File: src/rtl/gpg_spi_set_sched.sv
// gpg_spi_set_sched
//   Schedules GoPiGo3 SET commands onto a byte-level SPI master. There are N_CH
//   channels. Each channel holds a message-type byte and CH_BYTES data bytes.
//   The block detects when a channel's inputs change and marks that channel
//   dirty. It picks dirty, enabled channels round-robin. For each pick it sends
//   one frame of bytes: SPI_ADDR, type, then data MSB first. An optional
//   periodic refresh marks every enabled channel dirty again. A watchdog aborts
//   a byte that never completes.
//
// Ports
//   clk, rst_n       clock; asynchronous active-low reset (deassertion synchronised)
//   ch_data_i        channel k data at [k*CH_BYTES*8 +: CH_BYTES*8]
//   ch_type_i        channel k message type at [k*8 +: 8]
//   ch_en_i          per-channel enable; a disabled channel is never sent,
//                    but its dirty bit is kept
//   resend_i         pulse: mark all enabled channels dirty
//   ena_2clk_o       free-running enable pulse every ENA_DIV clocks (2*SCLK)
//   spi_start_o      one-cycle byte start; spi_tx_o holds the byte
//   spi_busy_i       SPI master busy
//   spi_irq_i        byte done, held by the master until acked
//   spi_ack_o        one-cycle acknowledge of spi_irq_i
//   spi_ss_n         slave select, active low, framing one transaction
//   busy_o           scheduler is inside a frame or its trailing gap
//   sent_vld_o       pulse: frame completed
//   sent_ch_o        channel of the last completed or aborted frame
//   err_o            pulse: frame aborted by timeout
//
// Byte handshake with the SPI master:
//   A byte is offered by pulsing spi_start_o for one cycle, and only while
//   spi_busy_i is low. spi_tx_o is valid in that cycle.
//   The master reports completion by raising spi_irq_i and holding it high.
//   The scheduler consumes the completion by pulsing spi_ack_o for one cycle.
//   No new start is issued until that ack has been given.
module gpg_spi_set_sched #(
    parameter int         N_CH           = 4,
    parameter int         CH_BYTES       = 2,
    parameter logic [7:0] SPI_ADDR       = 8'h08,
    parameter int         G_CLK_FREQ_MHZ = 50,
    parameter int         SPI_KHZ        = 500,
    parameter int         GAP_CYC        = 64,
    parameter int         REFRESH_CYC    = 0,
    parameter int         TIMEOUT_CYC    = 4096,
    localparam int        CH_W           = (N_CH > 1) ? $clog2(N_CH) : 1
) (
    input  logic                       clk,
    input  logic                       rst_n,
    input  logic [N_CH*CH_BYTES*8-1:0] ch_data_i,
    input  logic [N_CH*8-1:0]          ch_type_i,
    input  logic [N_CH-1:0]            ch_en_i,
    input  logic                       resend_i,
    output logic                       ena_2clk_o,
    output logic                       spi_start_o,
    output logic [7:0]                 spi_tx_o,
    input  logic                       spi_busy_i,
    input  logic                       spi_irq_i,
    output logic                       spi_ack_o,
    output logic                       spi_ss_n,
    output logic                       busy_o,
    output logic                       sent_vld_o,
    output logic [CH_W-1:0]            sent_ch_o,
    output logic                       err_o
);
    localparam int ENA_RAW = (G_CLK_FREQ_MHZ * 1000) / (2 * SPI_KHZ);
    localparam int ENA_DIV = (ENA_RAW < 2) ? 2 : ENA_RAW;
    localparam int DIV_W   = $clog2(ENA_DIV);
    localparam int REC_W   = 8 + CH_BYTES * 8;
    localparam int N_BYTES = CH_BYTES + 2;
    localparam int IDX_W   = $clog2(N_BYTES);
    localparam int TMO_W   = $clog2(TIMEOUT_CYC + 1);
    localparam int GAP_W   = (GAP_CYC > 1) ? $clog2(GAP_CYC) : 1;
    localparam int REF_W   = (REFRESH_CYC > 1) ? $clog2(REFRESH_CYC) : 1;

    localparam logic [2:0] S_IDLE  = 3'd0;
    localparam logic [2:0] S_ARB   = 3'd1;
    localparam logic [2:0] S_SETUP = 3'd2;
    localparam logic [2:0] S_SEND  = 3'd3;
    localparam logic [2:0] S_WAIT  = 3'd4;
    localparam logic [2:0] S_HOLD  = 3'd5;
    localparam logic [2:0] S_GAP   = 3'd6;

    // The reset asserts asynchronously but releases two clocks later, in step
    // with clk. This keeps every flop leaving reset in the same cycle.
    logic [1:0] rst_sync_q, rst_sync_d;
    logic       rst_int_n;

    logic [2:0]       state_q, state_d;
    logic [DIV_W-1:0] div_q, div_d;
    logic             ena_q, ena_d;
    logic [REF_W-1:0] ref_q, ref_d;
    logic [CH_W-1:0]  rr_q, rr_d, sel_q, sel_d, sent_ch_q, sent_ch_d;
    logic [REC_W-1:0] snap_q, snap_d;
    logic [IDX_W-1:0] idx_q, idx_d;
    logic [TMO_W-1:0] tmo_q, tmo_d;
    logic [GAP_W-1:0] gap_q, gap_d;
    logic [7:0]       tx_q, tx_d;
    logic             ss_n_q, ss_n_d, start_q, start_d, ack_q, ack_d;
    logic             sent_vld_q, sent_vld_d, err_q, err_d;
    logic [N_CH-1:0]  dirty_q, dirty_d;
    logic [REC_W-1:0] shadow_q [N_CH];
    logic [REC_W-1:0] shadow_d [N_CH];
    logic [REC_W-1:0] rec      [N_CH];

    logic [N_CH-1:0]  cand;
    logic             found, tick, complete;
    logic [CH_W-1:0]  pick;
    logic [7:0]       cur_byte;

    always_comb begin
        rst_sync_d = {rst_sync_q[0], 1'b1};
    end
    assign rst_int_n = rst_sync_q[1];

    always_comb begin
        for (int k = 0; k < N_CH; k++) begin
            rec[k] = {ch_type_i[k*8 +: 8], ch_data_i[k*CH_BYTES*8 +: CH_BYTES*8]};
        end
    end

    // Enable divider and refresh counter, both free-running.
    always_comb begin
        ena_d = (div_q == DIV_W'(ENA_DIV - 1));
        div_d = ena_d ? '0 : div_q + DIV_W'(1);
        tick  = 1'b0;
        ref_d = ref_q;
        if (REFRESH_CYC > 0) begin
            tick  = (ref_q == REF_W'(REFRESH_CYC - 1));
            ref_d = tick ? '0 : ref_q + REF_W'(1);
        end
    end

    // Round-robin search: the first dirty, enabled channel at or after rr_q.
    always_comb begin
        cand  = dirty_q & ch_en_i;
        found = 1'b0;
        pick  = '0;
        for (int i = 0; i < N_CH; i++) begin
            if (!found && cand[(int'(rr_q) + i) % N_CH]) begin
                found = 1'b1;
                pick  = CH_W'((int'(rr_q) + i) % N_CH);
            end
        end
    end

    // Byte index 0 is the address. Indices 1.. walk the {type, data} snapshot
    // from its top byte down, so data goes out MSB first.
    always_comb begin
        cur_byte = SPI_ADDR;
        for (int i = 1; i < N_BYTES; i++) begin
            if (idx_q == IDX_W'(i)) cur_byte = snap_q[(N_BYTES - 1 - i) * 8 +: 8];
        end
    end

    always_comb begin
        state_d    = state_q;
        rr_d       = rr_q;
        sel_d      = sel_q;
        snap_d     = snap_q;
        idx_d      = idx_q;
        gap_d      = gap_q;
        tx_d       = tx_q;
        ss_n_d     = ss_n_q;
        sent_ch_d  = sent_ch_q;
        start_d    = 1'b0;
        ack_d      = 1'b0;
        sent_vld_d = 1'b0;
        err_d      = 1'b0;
        complete   = 1'b0;
        tmo_d      = (tmo_q == TMO_W'(TIMEOUT_CYC)) ? tmo_q : tmo_q + TMO_W'(1);
        case (state_q)
            S_IDLE: if (|cand) state_d = S_ARB;
            S_ARB: begin
                if (found) begin
                    sel_d   = pick;
                    snap_d  = rec[pick];
                    rr_d    = (pick == CH_W'(N_CH - 1)) ? '0 : pick + CH_W'(1);
                    idx_d   = '0;
                    ss_n_d  = 1'b0;
                    state_d = S_SETUP;
                end else begin
                    state_d = S_IDLE;
                end
            end
            S_SETUP: if (ena_q) state_d = S_SEND;
            S_SEND: begin
                if (!spi_busy_i) begin
                    start_d = 1'b1;
                    tx_d    = cur_byte;
                    tmo_d   = '0;
                    state_d = S_WAIT;
                end
            end
            S_WAIT: begin
                if (spi_irq_i) begin
                    ack_d = 1'b1;
                    if (idx_q == IDX_W'(N_BYTES - 1)) begin
                        state_d = S_HOLD;
                    end else begin
                        idx_d   = idx_q + IDX_W'(1);
                        state_d = S_SEND;
                    end
                end else if (tmo_q >= TMO_W'(TIMEOUT_CYC - 1)) begin
                    // Abort: ack any late completion, release the slave, keep the channel dirty.
                    ack_d     = 1'b1;
                    ss_n_d    = 1'b1;
                    err_d     = 1'b1;
                    sent_ch_d = sel_q;
                    gap_d     = '0;
                    state_d   = S_GAP;
                end
            end
            S_HOLD: begin
                if (ena_q) begin
                    ss_n_d     = 1'b1;
                    complete   = 1'b1;
                    sent_vld_d = 1'b1;
                    sent_ch_d  = sel_q;
                    gap_d      = '0;
                    state_d    = S_GAP;
                end
            end
            S_GAP: begin
                if (gap_q == GAP_W'(GAP_CYC - 1)) state_d = S_IDLE;
                else gap_d = gap_q + GAP_W'(1);
            end
            default: state_d = S_IDLE;
        endcase

        // On completion the channel that was just sent is compared against
        // its snapshot instead of its old shadow. That way a value which
        // changed again during the frame stays dirty. Any set condition
        // (including resend/refresh) overrides the clear.
        for (int k = 0; k < N_CH; k++) begin
            logic done_k;
            done_k      = complete && (sel_q == CH_W'(k));
            shadow_d[k] = done_k ? snap_q : shadow_q[k];
            dirty_d[k]  = (ch_en_i[k] && ((rec[k] != shadow_d[k]) || resend_i || tick))
                          || (dirty_q[k] && !done_k);
        end
    end

    always_ff @(posedge clk or negedge rst_n) begin
        if (!rst_n) rst_sync_q <= '0;
        else        rst_sync_q <= rst_sync_d;
    end

    always_ff @(posedge clk or negedge rst_int_n) begin
        if (!rst_int_n) begin
            state_q    <= S_IDLE;
            div_q      <= '0;
            ena_q      <= 1'b0;
            ref_q      <= '0;
            rr_q       <= '0;
            sel_q      <= '0;
            snap_q     <= '0;
            idx_q      <= '0;
            tmo_q      <= '0;
            gap_q      <= '0;
            tx_q       <= '0;
            ss_n_q     <= 1'b1;
            start_q    <= 1'b0;
            ack_q      <= 1'b0;
            sent_vld_q <= 1'b0;
            sent_ch_q  <= '0;
            err_q      <= 1'b0;
            dirty_q    <= '1;
            for (int k = 0; k < N_CH; k++) shadow_q[k] <= '0;
        end else begin
            state_q    <= state_d;
            div_q      <= div_d;
            ena_q      <= ena_d;
            ref_q      <= ref_d;
            rr_q       <= rr_d;
            sel_q      <= sel_d;
            snap_q     <= snap_d;
            idx_q      <= idx_d;
            tmo_q      <= tmo_d;
            gap_q      <= gap_d;
            tx_q       <= tx_d;
            ss_n_q     <= ss_n_d;
            start_q    <= start_d;
            ack_q      <= ack_d;
            sent_vld_q <= sent_vld_d;
            sent_ch_q  <= sent_ch_d;
            err_q      <= err_d;
            dirty_q    <= dirty_d;
            for (int k = 0; k < N_CH; k++) shadow_q[k] <= shadow_d[k];
        end
    end

    assign ena_2clk_o  = ena_q;
    assign spi_start_o = start_q;
    assign spi_tx_o    = tx_q;
    assign spi_ack_o   = ack_q;
    assign spi_ss_n    = ss_n_q;
    assign busy_o      = (state_q != S_IDLE) && (state_q != S_ARB);
    assign sent_vld_o  = sent_vld_q;
    assign sent_ch_o   = sent_ch_q;
    assign err_o       = err_q;
endmodule

File: config.mk
export PLATFORM = sky130hd
export DESIGN_NAME = gpg_spi_set_sched
export DESIGN_NICKNAME = d
export VERILOG_FILES = /design/src/rtl/gpg_spi_set_sched.sv
export SDC_FILE = /design/constraint.sdc
export NUM_CORES = 1
export LEC_CHECK = 0
export ABC_CLOCK_PERIOD_IN_PS = 6200
export BUFFER_PORTS_ARGS = -buffer_cell sky130_fd_sc_hd__buf_2
export CAP_MARGIN = 25
export CORE_ASPECT_RATIO = 0.6
export CORE_MARGIN = 5
export CORE_UTILIZATION = 50
export CTS_CLUSTER_DIAMETER = 40
export DETAILED_ROUTE_END_ITERATION = 10
export HOLD_SLACK_MARGIN = 0.06
export PLACE_DENSITY = 0.74
export SYNTH_ARGS = -nofsm -noshare
export SYNTH_HDL_FRONTEND = slang
export SYNTH_SLANG_ARGS = --single-unit
File: constraint.sdc
create_clock -name clk -period 6.2 [get_ports clk]
set_clock_uncertainty 0.05 [all_clocks]
set_input_delay 0.31 -clock clk [delete_from_list [all_inputs] [get_ports clk]]
set_output_delay 0.31 -clock clk [all_outputs]
set_load 0.05 [all_outputs]
# After elaboration in Yosys (flattened, before gate mapping)
# Index checks and enable logic that the tools add are counted.
# classes
muxes	71
bitwise	6
n_reduce_logical	49
addsub	8
n_lt_le_gt_ge	6
eq_ne	33
# ops
cell	count
$mux W24	6
$ne A24 B24 Y1	4
$bmux W24 S2	1
$mux W13	3
$mux W6	5
$mux W1	24
$mux W2	12
$mux W3	8
$mux W8	3
$ne A2 B2 Y1 const B	11
$pmux W3 S7	1
$pmux W6 S3	1
$logic_and A1 B1 Y1	16
$add A13 B1 Y13 const B	1
$eq A13 B13 Y1 const B	1
$ge A13 B12 Y1 const B	1
$add A6 B1 Y6 const B	2
$eq A6 B6 Y1 const B	2
$lt A3 B4 Y1 const B	3
$eq A2 B2 Y1 const B	5
$reduce_and A5 Y1	2
$eq A3 B3 Y1 const B	3
$reduce_bool A3 Y1	3
$bmux W1 S2	4
25 further kinds	51
# totals
output_inout_bits	17
elab_cells	195
ff_bits	176
input_bits	105

# Logic depth before layout (Yosys ltp)
# logic_depth
ltp_word	18
mapped_depth	9

# Least setup slack after synthesis
# OpenSTA, ideal clock, no wires.
# synth_path
path_kind	reg2reg
startpoint	register ena_q (netlist: ena_2clk_o)
endpoint	register dirty_q[3]
period_less_slack_ns	2.309
required_time_ns	6.051
setup_ns	0.099
slack_ns	3.891
path_buffers	1
arrival_ns	2.159
path_stages_with_launch	8
path_cell_list	dfrtp_1 > nand4b_4 > buf_6 > nor2_1 > mux2_2 > xor2_1 > nor4_1 > a41oi_1
# synth_lines
element	line	source
from (decl)	88	logic ena_q, ena_d;
from (signal assigned)	270	ena_q <= ena_d;
to (signal assigned)	285	dirty_q <= dirty_d;
to (decl)	98	logic [N_CH-1:0] dirty_q, dirty_d;

==> summary.md <==
| Metric | Value |
|---|---|
| Max FO, Critical Path | `31` |
| Share of post-route cells with drive strength above 1 | `18.41%` |
| Post-synth EDFFs | `0` |
| Die width | `192.9 µm` |
| Proportion of synthesized chip area in sequential cells | `between 40% and 50%` |
| Clock tree from TritonCTS | `done` |
| Final Max Slew Viols | `0` |
| Final weighted congestion in routability-driven placement | `0.9266` |
| Pre-CTS setup slack | `2.610 ns` |
| Actual transition at the worst max-transition pin | `1.059 ns` |
| GRT busiest layer | `met1` |
| Average instance area after synthesis | `9.313 µm²` |
| Crit. End Element | `flip-flop` |
| Power density over the cells | `380.5 nW/µm²` |
| Synth Register Bits | `between 150 and 200` |
| Row count | `40` |
| Final wirelength | `between 30000 and 40000 µm` |
| Kind of start point of the critical path | `flip-flop` |
| Number of CTS-inserted buffers | `17` |
| Status | `finished clean` |
| M3 GR Usage | `13.05%` |
| Number of global-route vias before repair | `8352` |
| Async set-or-reset flop fraction in the synthesized netlist | `between 90% and 100%` |
| Post-CTS Setup Repair Bufs | `0` |
| Port Buffer Count | `121` |
| Summed instance area of the synthesized netlist | `10040 µm²` |
| Initial DRC count | `approximately 1200` |
| Data arrival time of the worst path | `about 4.0 ns` |
| Static leakage | `5.513 nW` |
| Area of the placeable core | `19870 µm²` |
| Longest Clk Path Bufs | `2` |
| Worst slew margin relative to its limit | `~30%` |
| Setup slack, reg-to-reg | `approximately 2.5 ns` |
| Clock insertion delay at the later pin of the skew report | `roughly 0.44 ns` |
| Count of endpoints failing hold in the final timing report | `0` |
| Path depth of the worst reg2reg path | `7` |
| Number of cells produced by synthesis | `1078` |
| Worst path required time | `between 6 and 7 ns` |
| Half-perimeter wire length after detailed placement | `24050 µm` |
| Top-level port count | `122` |
| Synth area leaders | `dfrtp_1 (43%), nand2_1 (6.3%), xor2_1 (5.7%), mux2i_1 (5.2%), mux2_2 (4.3%)` |
| DRC | `0` |
| Maximum number of pins on one net before global-route repair | `175` |
| Net count after synthesis | `1191` |
| Pre-Repair DR Iteration Count | `5` |
| Share of the synthesized area in the top cell type | `a little over two fifths` |
| Routed WL per cell | `around 23 µm` |
| Upper clock frequency limit | `272.5 MHz` |
| Number of antenna repair diodes | `0` |
| CTS sink count | `176` |
| Global router's overall resource usage | `28.26%` |
| IR Drop Worst-Case VDD | `351.4 µV` |
| Clock root cell | `clkbuf_16` |
| Worst Path Class, Setup | `reg2reg` |
| Antenna viol nets, final | `0` |
| Cell variety after synth | `73` |
| Critical path launch point | `state_q[0]$_DFFE_PN0P_` |
| Initial core utilization | `50.53%` |
| Die height | `119.8 µm` |
| Growth of design area from synthesis to finish | `12.82%` |
| Overall die area | `23110 µm²` |
| Initial antenna violation count | `0` |
| Destination of the worst register-to-register timing path | `dirty_q[3]$_DFF_PN1_` |
| Total number of nets in the final design | `1273` |
| Library cell with the largest summed area after synthesis | `dfrtp_1` |
| Leading register cell type out of synthesis | `dfrtp_1` |
| Setup TNS Final | `0 ns` |
| Cells after DPL | `1413` |
| First-pass GRT wire length | `49080 µm` |
| DR vias | `8805` |
| Met1 Usage GRT | `43.49%` |
| Shortest clock period the worst path allows after layout | `3.669 ns` |
| Ys Warns | `0` |
| Max-capacitance violation count | `0` |
| Crit share post-route | `59.18%` |
| Clk pin slew, worst setup/hold paths | `around 0.070 ns` |
| DR vias/cell | `6.089` |
| Count of H-tree levels built during CTS | `4` |
| Final Worst Setup Slack | `about 2.5 ns` |
| Total power | `4.310 mW` |
| Setup violation total in the final timing report | `0` |
| Global route total overflow | `0` |
| Min-Delay Path Class | `in2async` |
| Non-filler instance count after layout | `around 1400` |
| Met2 GRT Util | `34.89%` |
| Startpoint of the worst register-to-register path | `state_q[0]$_DFFE_PN0P_` |
| Unrepaired setup endpoints after global routing | `false` |
==> timing repair <==
item / CTS / global route
hold buffers: 1 / 0
endpoints found under the hold margin: 2 / 0
resized for setup: 0 / 0
==> layout by cell type (no fill, tap or decap), drive strengths merged, types with 33 or more instances in the layout <==
| cell type | count |
|---|---|
| nand2 | 170 |
| mux2i | 52 |
| inv | 48 |
| nand3 | 37 |
| xor2 | 65 |
| dfrtp | 171 |
| buf | 124 |
| o21ai | 74 |
| xnor2 | 33 |
| mux2 | 38 |
| nor2 | 56 |
| a21oi | 51 |
==> how the worst max path moves through the flow <==
stage	end	slack, ns	depth (start not counted)
finish	dirty_q[3]$_DFF_PN1_	2.53	7
global route	dirty_q[0]$_DFF_PN1_	2.29	7
CTS	dirty_q[3]$_DFF_PN1_	2.60	7
detailed placement	dirty_q[3]$_DFF_PN1_	2.61	7
global placement	dirty_q[3]$_DFF_PN1_	2.74	7
floorplan	asynchronous set/reset pin	0.89	0
==> report_power, final <==
part | total, mW | internal [mW] | switching, mW
registers | 1.84 | 1.34 | 0.499
clock network | 1.11 | 0.642 | 0.464
logic | 1.37 | 0.503 | 0.866
==> synthesized netlist by cell type (23+ instances only) <==
cell / count
xnor2_1: 33
inv_1: 47
mux2_2: 38
o221ai_1: 25
nand3_1: 35
nor4_1: 23
a21oi_1: 51
dfrtp_1: 171
o21ai_0: 66
xor2_1: 65
clkbuf_1: 40
nand2_1: 168
mux2i_1: 52
nor2_1: 55
==> kinds of logic after synthesis <==
logic type	count (synthesis)	share of synthesized area, %
AO/OA/AOI/OAI	227	14.73
XOR/XNOR	98	8.549
adder cells (fa/ha/maj)	8	0.9970
buffers and inverters	111	4.873
flip-flops	176	43.93
multiplexers	91	9.671
other	1	0.03735
AND/OR/NAND/NOR	366	17.21
==> per-stage QoR <==
step	utilization, %	hold slack (ns)	area, µm²
finish	57.01	0.1374	11330
global route	57.01	0.1177	11330
CTS	57.01	0.1068	11330
detailed placement	53.99	0.04972	10730
global placement	53.99	0.04650	10730
floorplan	-	-0.03559	10040
==> worst max-delay path, cell delays in order (launching register included) <==
cell and delay [ns]:
dfrtp_1 0.67, nand4b_4 0.54, inv_4 0.45, nand3_2 0.61, mux2_2 0.52, xor2_1 0.15
nor4_1 0.37, a41oi_1 0.17
==> sequential cells by signal (all words and copies together), names as in the netlist, 2 cells and up, named ones only <==
| register | flops |
|---|---|
| div_q | 6 |
| sent_ch_o | 2 |
| rst_sync_q | 2 |
| state_q | 3 |
| idx_q | 2 |
| gap_q | 6 |
| dirty_q | 4 |
| shadow_q | 96 |
| tmo_q | 13 |
| spi_tx_o | 8 |
| snap_q | 24 |
| sel_q | 2 |
==> area by class of cell <==
cell class | instances | area, µm²
fill | 1759 | 8542
multi-input combinational | 791 | 5145
sequential | 176 | 4414
timing repair buffer | 125 | 650.6
clock buffer | 21 | 450.4
tap | 273 | 341.6
inverter | 49 | 186.4
clock inverter | 11 | 138.9
==> metal layers <==
metal | wire length [µm] | vias up
met1 | 14500 | 4244
li1 | - | 3975
met5 | 0 | -
met4 | 707 | 0
met2 | 12380 | 524
met3 | 4966 | 62
No activity file was read; power rests on OpenSTA's default activity.
